$ cat src/rtl/div_seq_unit.sv
// Iterative radix-2 restoring divider for RV32M DIV/DIVU/REM/REMU.
// One operation in flight; valid/ready on both sides; flush kills any pending work.
module div_seq_unit #(
   parameter int XLEN  = 32,
   parameter int TAG_W = 6
) (
   input  logic             clk,
   input  logic             rst_n,
   input  logic             in_valid,
   output logic             in_ready,
   input  logic [4:0]       in_op,
   input  logic [XLEN-1:0]  in_a,
   input  logic [XLEN-1:0]  in_b,
   input  logic [TAG_W-1:0] in_tag,
   input  logic             flush,
   output logic             out_valid,
   input  logic             out_ready,
   output logic [XLEN-1:0]  out_result,
   output logic [TAG_W-1:0] out_tag,
   output logic [1:0]       dbg_state
);

   // Handshakes: a transfer happens on a rising edge where valid and ready are
   // both high (and flush is low); valid holds its payload stable until then.

   localparam int CNT_W = $clog2(XLEN + 1);
   localparam logic [4:0] OP_DIV  = 5'b10111;
   localparam logic [4:0] OP_DIVU = 5'b11000;
   localparam logic [4:0] OP_REM  = 5'b11001;
   localparam logic [4:0] OP_REMU = 5'b11010;
   localparam logic [XLEN-1:0] INT_MIN = {1'b1, {(XLEN-1){1'b0}}};

   typedef enum logic [1:0] {
      S_IDLE = 2'd0,
      S_BUSY = 2'd1,
      S_DONE = 2'd2
   } state_t;

   state_t            state_q, state_d;
   logic [CNT_W-1:0]  cnt_q, cnt_d;
   logic [XLEN-1:0]   quot_q, quot_d;
   logic [XLEN-1:0]   rem_q, rem_d;
   logic [XLEN-1:0]   div_q, div_d;
   logic [XLEN-1:0]   res_q, res_d;
   logic [TAG_W-1:0]  tag_q, tag_d;
   logic              neg_quot_q, neg_quot_d;
   logic              neg_rem_q, neg_rem_d;
   logic              rem_sel_q, rem_sel_d;
   logic              special_q, special_d;

   logic              is_supported, is_signed, is_rem, a_neg, b_neg;
   logic [XLEN-1:0]   abs_a, abs_b;
   logic [XLEN:0]     shifted, diff;
   logic [XLEN-1:0]   quot_step, rem_step;

   always_ff @(posedge clk or negedge rst_n) begin
      if (!rst_n) begin
         state_q    <= S_IDLE;
         cnt_q      <= '0;
         quot_q     <= '0;
         rem_q      <= '0;
         div_q      <= '0;
         res_q      <= '0;
         tag_q      <= '0;
         neg_quot_q <= 1'b0;
         neg_rem_q  <= 1'b0;
         rem_sel_q  <= 1'b0;
         special_q  <= 1'b0;
      end else begin
         state_q    <= state_d;
         cnt_q      <= cnt_d;
         quot_q     <= quot_d;
         rem_q      <= rem_d;
         div_q      <= div_d;
         res_q      <= res_d;
         tag_q      <= tag_d;
         neg_quot_q <= neg_quot_d;
         neg_rem_q  <= neg_rem_d;
         rem_sel_q  <= rem_sel_d;
         special_q  <= special_d;
      end
   end

   always_comb begin
      state_d    = state_q;
      cnt_d      = cnt_q;
      quot_d     = quot_q;
      rem_d      = rem_q;
      div_d      = div_q;
      res_d      = res_q;
      tag_d      = tag_q;
      neg_quot_d = neg_quot_q;
      neg_rem_d  = neg_rem_q;
      rem_sel_d  = rem_sel_q;
      special_d  = special_q;

      is_supported = (in_op == OP_DIV) || (in_op == OP_DIVU) ||
                     (in_op == OP_REM) || (in_op == OP_REMU);
      is_signed    = (in_op == OP_DIV) || (in_op == OP_REM);
      is_rem       = (in_op == OP_REM) || (in_op == OP_REMU);
      a_neg        = is_signed & in_a[XLEN-1];
      b_neg        = is_signed & in_b[XLEN-1];
      abs_a        = a_neg ? -in_a : in_a;
      abs_b        = b_neg ? -in_b : in_b;

      // quot_q doubles as the dividend shift register: its MSB feeds the partial remainder.
      shifted = {rem_q, quot_q[XLEN-1]};
      diff    = shifted - {1'b0, div_q};
      if (!diff[XLEN]) begin
         rem_step  = diff[XLEN-1:0];
         quot_step = {quot_q[XLEN-2:0], 1'b1};
      end else begin
         rem_step  = shifted[XLEN-1:0];
         quot_step = {quot_q[XLEN-2:0], 1'b0};
      end

      case (state_q)
         S_IDLE: begin
            if (in_valid) begin
               state_d    = S_BUSY;
               tag_d      = in_tag;
               cnt_d      = '0;
               rem_d      = '0;
               div_d      = abs_b;
               quot_d     = abs_a;
               neg_quot_d = a_neg ^ b_neg;
               neg_rem_d  = a_neg;
               rem_sel_d  = is_rem;
               special_d  = 1'b1;
               // Special outcomes are parked in quot_q and released on the next edge.
               if (!is_supported) begin
                  quot_d = '0;
               end else if (in_b == '0) begin
                  quot_d = is_rem ? in_a : '1;
               end else if (is_signed && (in_a == INT_MIN) && (in_b == '1)) begin
                  quot_d = is_rem ? '0 : INT_MIN;
               end else begin
                  special_d = 1'b0;
               end
            end
         end
         S_BUSY: begin
            if (special_q) begin
               res_d   = quot_q;
               state_d = S_DONE;
            end else if (cnt_q == CNT_W'(XLEN)) begin
               res_d   = rem_sel_q ? (neg_rem_q ? -rem_q : rem_q)
                                   : (neg_quot_q ? -quot_q : quot_q);
               state_d = S_DONE;
            end else begin
               quot_d = quot_step;
               rem_d  = rem_step;
               cnt_d  = cnt_q + CNT_W'(1);
            end
         end
         S_DONE: begin
            if (out_ready) begin
               state_d = S_IDLE;
            end
         end
         default: begin
            state_d = S_IDLE;
         end
      endcase

      if (flush) begin
         state_d = S_IDLE;
         cnt_d   = '0;
      end
   end

   assign in_ready   = (state_q == S_IDLE);
   assign out_valid  = (state_q == S_DONE);
   assign out_result = res_q;
   assign out_tag    = tag_q;
   assign dbg_state  = state_q;

endmodule

$ cat config.mk
export PLATFORM = sky130hd
export DESIGN_NAME = div_seq_unit
export DESIGN_NICKNAME = d
export VERILOG_FILES = /design/src/rtl/div_seq_unit.sv
export SDC_FILE = /design/constraint.sdc
export NUM_CORES = 1
export LEC_CHECK = 0
export ABC_AREA = 1
export CORE_ASPECT_RATIO = 0.5
export CORE_MARGIN = 4
export CORE_UTILIZATION = 50
export CTS_BUF_LIST = sky130_fd_sc_hd__clkbuf_4 sky130_fd_sc_hd__clkbuf_8
export CTS_CLUSTER_SIZE = 20
export DETAILED_ROUTE_END_ITERATION = 8
export PLACE_DENSITY_LB_ADDON = 0.2
export SETUP_SLACK_MARGIN = 0.1
export SLEW_MARGIN = 20
export SYNTH_ARGS = -nofsm -noshare
export SYNTH_HDL_FRONTEND = slang
export SYNTH_SLANG_ARGS = --single-unit
$ cat constraint.sdc
create_clock -name clk -period 2.9 [get_ports clk]
set_input_delay 0.29 -clock clk [delete_from_list [all_inputs] [get_ports clk]]
set_output_delay 0.29 -clock clk [all_outputs]
set_load 0.005 [all_outputs]
# --- Word level (Yosys, flattened, before mapping) ---
# Cells that the tools add are included.
totals:
  out_inout_bits: 42
  mem_bits_ro: 0
  register_bits: 146
  memories: 0
  ram_bits: 0
  latch_bits: 0
  in_bits: 80
op_classes:
  n_mul: 0
  eq_ne: 17
  bitwise_logic: 3
  mux: 36
  n_reduce_logical: 17
  order_cmp: 0
  n_shift: 0
  n_div: 0
  addsub: 6
ops:
  columns: ["op", "count"]
  rows:
  - ["32-bit two-way mux", 19]
  - ["32-bit negator", 4]
  - ["32-bit case mux with 2 select lines", 2]
  - ["32-bit == test, second input constant", 2]
  - ["33-bit by 32-bit subtractor with 33-bit output", 1]
  - ["32-bit zero test", 1]
  - ["6-bit two-way mux", 4]
  - ["5-bit == test, second input constant", 4]
  - ["6-bit case mux with 2 select lines", 1]
  - ["2-bit two-way mux", 5]
  - ["4-bit AND reduction", 2]
  - ["6-bit by 1-bit adder with 6-bit output, second input constant", 1]
  - ["6-bit == test, second input constant", 1]
  - ["2-bit != test, second input constant", 3]
  - ["3-bit by 2-bit != test with 1-bit output, second input constant", 2]
  - ["3-bit != test, second input constant", 2]
  - ["2-bit case mux with 3 select lines", 1]
  - ["1-bit logical OR", 5]
  - ["1-bit two-way mux", 4]
  - ["4-bit != test, second input constant", 1]
  - ["2-bit AND reduction", 2]
  - ["2-bit nonzero test", 2]
  - ["3-bit AND reduction", 1]
  - ["3-bit nonzero test", 1]
  - ["other kinds (6)", 8]

# --- Logic depth before layout (Yosys ltp) ---
# Gate-level depths: netlist of the first run.
logic_depth:
  depth_word: 9
  mapped_depth: 18
  depth_no_buf: 17

# --- Worst setup path before layout of the first run ---
# Ideal clock, no wire load.
synth_path:
  path_kind: "reg2reg"
  startpoint: "register quot_q[31]"
  endpoint: "register rem_q[10]"
  path_slack_ps: 580
  synth_period_minus_slack_ps: 2320
  t_arrival_ps: 2202
  n_path_buf: 1
  stages_incl_launch_ff: 19
  path_cell_list: "dfrtp_1 > inv_1 > ha_1 > fa_1 > inv_1 > nand2_1 > o21ai_2 > nand2_1 > nand2_2 > nand2_1 > nand2_2 > nand2_4 > nand2_4 > nand2_4 > nand2_4 > buf_6 > nand2_1 > nand3_1 > nand2_1"
synth_via:
  elab_chain_cells: 5
synth_lines:
  columns: ["element", "line", "text"]
  rows:
  - ["start, declared", "41", "logic [XLEN-1:0] quot_q, quot_d;"]
  - ["start signal, assigned", "72", "quot_q <= quot_d;"]
  - ["33-bit by 32-bit subtractor with 33-bit output", "108", "diff = shifted - {1'b0, div_q};"]
  - ["32-bit two-way mux", "109", "if (!diff[XLEN]) begin"]
  - ["32-bit two-way mux", "146", "end else if (cnt_q == CNT_W'(XLEN)) begin"]
  - ["32-bit two-way mux", "143", "if (special_q) begin"]
  - ["32-bit case mux with 2 select lines", "117", "case (state_q)"]
  - ["end signal, assigned", "73", "rem_q <= rem_d;"]
  - ["end, declared", "42", "logic [XLEN-1:0] rem_q, rem_d;"]
# No other way between the ends. The select of a mux whose other input is x is not followed.
# A chain may end at the register's enable or synchronous reset.

# --- Final worst setup path of the first run ---
layout_path:
  startpoint: "register quot_q[31]"
  endpoint: "register rem_q[17]"
# Same word-level chain as after synthesis.

==> metrics.txt, run 1 <==
violated checks DRC; power per cell area 707 nW/um2; DRT iter0 DRCs 1998; largest net degree at the start of global routing 72; n_diodes 0; Int Pwr approximately 5700 uW; Max VDD drop 0.000498 V; final instance area 15700 um2; antenna violations before repair 0; die area 30100 um2; Vias around 15000; Cell variety after synth 55; Worst Path Required 3.28 ns; Sw Pwr 5450 uW; layout cells sized above 1 0.0601; Synth async-reset ratio 1.00; CTS tree built; most common library cells after synthesis nand2_1 (701), inv_1 (274), nand3_1 (258), nor2_1 (227), dfrtp_1 (146); largest area contributor in the netlist dfrtp_1; Pwr Total 11100 uW; first-pass GRT wire length 75300 um; final WL around 48000 um; I/O pins 122; Post-synth EDFFs 0; Max Cap Viol 0; Lkg Pwr ~0.008 uW; syn_nets 2378; post-route ant nets 0; CTS H-tree lvls 4; Final Skew 0.0197 ns; status complete, but fails checks; Final nets 2488; Placed Area 15200 um2; Starting Density 0.512; WL per Instance ~17 um; Bufs on Longest Clock Path 2; RSZ-0062 raised after global routing no; grt total ovfl 0; setup_tns 0 ns; Vias/cell around 5.6; Crit Path Class flop to flop; Seq pwr share 0.263; clock power share 0.157; share of the synthesized area in the top cell type 0.268; worst hold path class primary input to flop; Area Overhead vs Synth 15.5%; fin crit period 2.63 ns; Max Clk Rate 380 MHz; Pre-antenna DRT Iters 8; synthesized instance count 2258; Sw Share 0.489; largest cells by area after synthesis dfrtp_1 (27%), nand2_1 (19%), nand3_1 (9.5%), inv_1 (7.5%), nor2_1 (6.3%); register area share after synthesis 0.268; Hold Vio Cnt, Final 0; crit start category flop; port bufs between 100 and 150; syn avg cell area 6.04 um2; Slew HR 0.461; max-slew violation count 0; CP Capture Type flop; CTS clk-pin slew, worst paths 0.09 ns; GPL Wtd Cong 0.984; Slew @ Worst Pin 0.804 ns; dominant synthesized flop cell dfrtp_1; CTS Buf Count 17; Rows 42; # DRC 2; crit-path max FO 11; CTS root buffer clkbuf_8; die height 125 um; Post-Syn Area 13600 um2; Syn. warnings 0; clk_lat worst skew 0.50 ns; combinational share of power 0.580; Core ar. 26600 um2; Yosys reg bits around 150; cell with the most instances after synthesis nand2_1; endpoints failing setup 0; Detail Placement HPWL 37700 um; CTS Sinks 146; Arr. time, crit path between 3 and 4 ns; die width ~240 um; GRT Resource Usage Total 0.311; Tcrit/Tclk final 0.907; vias in the first global route 13800
routing by layer:
metal  GRT usage  part of all wire
met1       0.465              0.46
met2       0.435              0.40
met3      0.0882              0.12
met4      0.0835             0.023
met5           0                 0
timing repair:
item                                   in CTS  in global routing
endpoints found under the hold margin      69                  0
setup buffers                               0                  2
setup endpoints to repair                   0                 33
hold buffers                                1                  0
gates resized for setup                     0                  8
flip-flops by register name, indices dropped and copies added (netlist names):
| register | cells |
|---|---|
| out_result | 32 |
| rem_sel_q | 1 |
| cnt_q | 6 |
| dbg_state | 2 |
| out_tag | 6 |
| neg_rem_q | 1 |
| div_q | 32 |
| neg_quot_q | 1 |
| rem_q | 32 |
| quot_q | 32 |
| special_q | 1 |
final timing paths:
check | startpoint | end | slack (ns) | depth (start not counted)
worst max-delay path | quot_q[31] | rem_q[17] | 0.27 | 16
worst min-delay path | in_tag[0] | out_tag[0] | 0.33 | 3
worst max register to register | quot_q[31] | rem_q[17] | 0.27 | 16
worst min register to register | out_tag[4] | out_tag[4] | 0.48 | 2
max in group asynchronous | rst_n | div_q[8] | 1.70 | 3
min in group asynchronous | rst_n | cnt_q[1] | 0.36 | 2
cell type report:
cell class              count  area, um2
clock buffers              21        283
clock inverters             9        130
fillers                  2684      10900
inverters                 292       1100
multi-input cells        1749       8580
flip-flops and latches    146       3650
well taps                 352        440
repair buffers            162       1570
power by group through the flow:
stage | combinational (uW) | clock [uW] | sequential, uW
global route | 7190 | 1840 | 2990
finish | 6450 | 1740 | 2930
global placement | 6200 | 0 | 2940
detailed placement | 6240 | 0 | 2950
floorplan | 4220 | 0 | 2860
CTS | 6290 | 1750 | 2920
worst max-delay path: stages (launching register included):
cell,delay (ns)
dfrtp_1,0.43
inv_2,0.10
ha_2,0.22
fa_1,0.38
inv_1,0.11
nand2_1,0.09
o21ai_2,0.19
nand2_1,0.08
nand2_2,0.10
nand2_1,0.07
nand2_2,0.09
nand2_4,0.08
nand3_4,0.14
clkbuf_16,0.19
nand3_1,0.08
nand3_1,0.09
nand2_1,0.06
kinds of logic after synthesis:
kind of cell,share of synthesized area
and+or+nand+nor,0.419
buffers and inverters,0.105
AOI/OAI and AO/OA,0.138
DFF,0.268
xor gates and xnor gates,0.0328
adders and majority gates,0.0373
per-stage QoR:
stage	worst slack, ns	instances	hold slack [ns]	util
4_1_cts	0.180	2727	0.312	0.588
6_report	0.271	2731	0.332	0.591
2_1_floorplan	0.580	2258	-0.00559	-
3_5_place_dp	0.216	2696	0.357	0.572
3_3_place_gp	0.263	2696	0.353	0.572
5_1_grt	0.117	2731	0.337	0.591
layout by cell type (no fill, tap or decap), types with 11 or more instances in the layout:
cell             netlist  layout
nand3_1              258     258
o211ai_1              11      11
dfrtp_1              146     146
clkbuf_8               0      20
nor2_2                13      13
nor2_1               227     226
o21ai_0              141     141
xnor2_1               18      18
inv_2                 16      17
xor2_1                33      33
nor3_1                26      26
a21oi_1              110     110
nand2_1              701     700
buf_4                  3      36
o22ai_1               32      32
nand4_1               38      38
ha_1                  39      38
clkdlybuf4s50_1        0     120
nand3b_1              16      16
inv_1                274     273
No activity file was read; power rests on OpenSTA's default activity.
==> run 2: changes to the inputs <==
--- a/config.mk
+++ b/config.mk
@@ -6,8 +6,9 @@
 export NUM_CORES = 1
 export LEC_CHECK = 0
 export ABC_AREA = 1
+export CAP_MARGIN = 25
 export CORE_ASPECT_RATIO = 0.5
-export CORE_MARGIN = 4
+export CORE_MARGIN = 1.5
 export CORE_UTILIZATION = 50
 export CTS_BUF_LIST = sky130_fd_sc_hd__clkbuf_4 sky130_fd_sc_hd__clkbuf_8
 export CTS_CLUSTER_SIZE = 20
==> metrics.txt, run 2 (same netlist as run 1, synthesis figures left out) <==
Seq pwr share 0.259 (-0.004); Detail Placement HPWL 37800 um (+0.29%); DRT iter0 DRCs 2051 (+2.7%); sequential cell area 3650 um2 (about the same); final WL 47500 um (-0.53%); Max Clk Rate 385 MHz (+1.3%); setup_tns 0 ns (unchanged); Area Overhead vs Synth 15.9%; Final nets 2488 (unchanged); CTS Buf Count 17 (unchanged); post-placement setup slack 0.149 ns (-0.0667 ns); Crit Path Class flop to flop; clock power share 0.174 (+0.017); most frequent cells in the layout nand2_1 (700), inv_1 (272), nand3_1 (258), nor2_1 (226), dfrtp_1 (145); die height 120 um (-4.0%); combinational share of power 0.566 (-0.014); endpoints failing setup 0 (unchanged); clk_lat worst skew 0.50 ns (about the same); RSZ-0062 raised after global routing no; n_diodes 0 (unchanged); post-route ant nets 0 (unchanged); first-pass GRT wire length 75500 um (+0.25%); GRT Resource Usage Total 0.341 (+0.0307); Pre-antenna DRT Iters 6 (-2); max-slew violation count 0 (unchanged); Slew HR 0.602 (+0.141); CTS Sinks 146 (unchanged); I/O pins 122 (unchanged); Final Worst Setup Slack 0.305 ns (+0.0341 ns); layout cells sized above 1 0.0617 (+0.00163); die width 237 um (-2.1%); Max Cap Viol 0 (unchanged); most common library cell in the layout ignoring fill and taps nand2_1; Slew @ Worst Pin 0.591 ns (-0.213 ns); Bufs on Longest Clock Path 2 (unchanged); Arr. time, crit path 2.98 ns (-0.03 ns); Final Skew 0.0144 ns (-0.00533 ns); Rows 42 (unchanged); vias in the first global route 13800 (-0.33%); power per cell area 719 nW/um2 (+1.8%); Sw Pwr 5480 uW (+0.65%); die area 28300 um2 (-6.0%); Starting Density 0.513 (+0.00101); GPL Wtd Cong 0.999 (+1.5%); Core ar. 26600 um2 (-0.20%); crit-path max FO 10 (-1); CTS clk-pin slew, worst paths 0.09 ns (about the same); WL per Instance 17.4 um (-0.60%); largest net degree at the start of global routing 62 (-14%); # DRC 0 (-2); worst hold path class primary input to asynchronous set/reset pin; Worst Path Required 3.28 ns (about the same); Sw Share 0.482 (-0.00702); crit start category flop; Vias/cell 5.65 (about the same); Lkg Pwr 0.00818 uW (about the same); fin crit period 2.59 ns (-0.0341 ns); final instance area 15800 um2 (+0.31%); Int Pwr 5880 uW (+3.5%); CP Capture Type flop; CTS tree built; grt total ovfl 0 (unchanged); Vias 15400 (+0.091%); Hold Vio Cnt, Final 0 (unchanged); Tcrit/Tclk final 0.895 (-0.0117); antenna violations before repair 0 (unchanged); multi-input logic area 8570 um2 (-0.13%); port bufs 121 (unchanged); status finished clean; fill count 2681 (-0.11%); Placed Area 15300 um2 (+0.15%); CTS H-tree lvls 4 (unchanged); Max VDD drop 0.000347 V (-30%); CTS root buffer clkbuf_8
run 2: cell count changes in the layout (fill, tap and decap cells not counted), sizes merged:
cell,before,now
buf,40,42
bufinv,3,6
clkbuf,22,19
clkinv,6,4
clkinvlp,1,4
nand2,713,712
run 2: timing repair:
| action | in CTS | in global routing |
|---|---|---|
| setup buffers | 0 | 1 |
| endpoints found under the setup margin | 0 | 33 |
| hold buffers | 1 | 0 |
| gates resized for setup | 0 | 9 |
| endpoints found under the hold margin | 58 | 0 |
run 2: power by group through the flow:
stage | clock network [uW] | registers (uW) | logic, uW
floorplan | 0 | 2860 | 4220
global placement | 0 | 2960 | 6180
detailed placement | 0 | 2970 | 6230
CTS | 1990 | 2930 | 6280
global route | 2090 | 3000 | 7130
finish | 1980 | 2950 | 6440
run 2: critical path: stages (launching register included):
cell	delay, ns
dfrtp_2	0.42
inv_2	0.08
ha_1	0.24
fa_2	0.36
inv_2	0.08
nand2_1	0.08
o21ai_2	0.19
nand2_1	0.09
nand2_2	0.10
nand2_1	0.07
nand2_2	0.09
nand2_4	0.08
nand2_4	0.09
nand2_2	0.14
nand2_4	0.16
nand2_1	0.08
nand3_1	0.07
nand2_1	0.06
run 2: routing by layer:
layer | GRT usage | vias up | routed length, um
met5 | 0 | - | 0
met4 | 0.0785 | 0 | 826
met3 | 0.0922 | 45 | 5420
met2 | 0.486 | 735 | 19400
met1 | 0.508 | 7104 | 21900
li1 | - | 7550 | -
run 2: layout make-up:
class | instances | area share
Clock buffer | 19 | 0.0158
Clock inverter | 13 | 0.0147
Inverter | 292 | 0.0694
Multi-Input combinational cell | 1748 | 0.542
Sequential cell | 146 | 0.231
Tap cell | 352 | 0.0279
Timing Repair Buffer | 163 | 0.0987
run 2: path summary, 6_finish.rpt:
path	from	endpoint	slack [ns]	cells after the start
setup reg to reg	quot_q[31]	rem_q[2]	0.31	17
max in group asynchronous	rst_n	rem_q[13]	1.75	3
hold / removal	rst_n	cnt_q[1]	0.32	2
hold reg to reg	out_tag[4]	out_tag[4]	0.48	2
setup / recovery	quot_q[31]	rem_q[2]	0.31	17
min in group clk	in_tag[5]	out_tag[5]	0.34	3
run 2: stage by stage:
| stage | std cells | hold WS (ns) | util | power [uW] |
|---|---|---|---|---|
| after CTS | 2732 | 0.306 | 0.593 | 11200 |
| after detailed placement | 2699 | 0.301 | 0.574 | 9200 |
| final | 2733 | 0.322 | 0.594 | 11400 |
| after floorplan | 2258 | -0.00559 | - | 7080 |
| after global routing | 2733 | 0.316 | 0.594 | 12200 |
| after global placement | 2699 | 0.302 | 0.574 | 9140 |
==> run 3: changes to the inputs <==
--- a/config.mk
+++ b/config.mk
@@ -15,7 +15,6 @@
 export DETAILED_ROUTE_END_ITERATION = 8
 export PLACE_DENSITY_LB_ADDON = 0.2
 export SETUP_SLACK_MARGIN = 0.1
-export SLEW_MARGIN = 20
 export SYNTH_ARGS = -nofsm -noshare
 export SYNTH_HDL_FRONTEND = slang
 export SYNTH_SLANG_ARGS = --single-unit
==> results of run 3 <==
Final layout, timing and power as in run 2 (identical DEF).
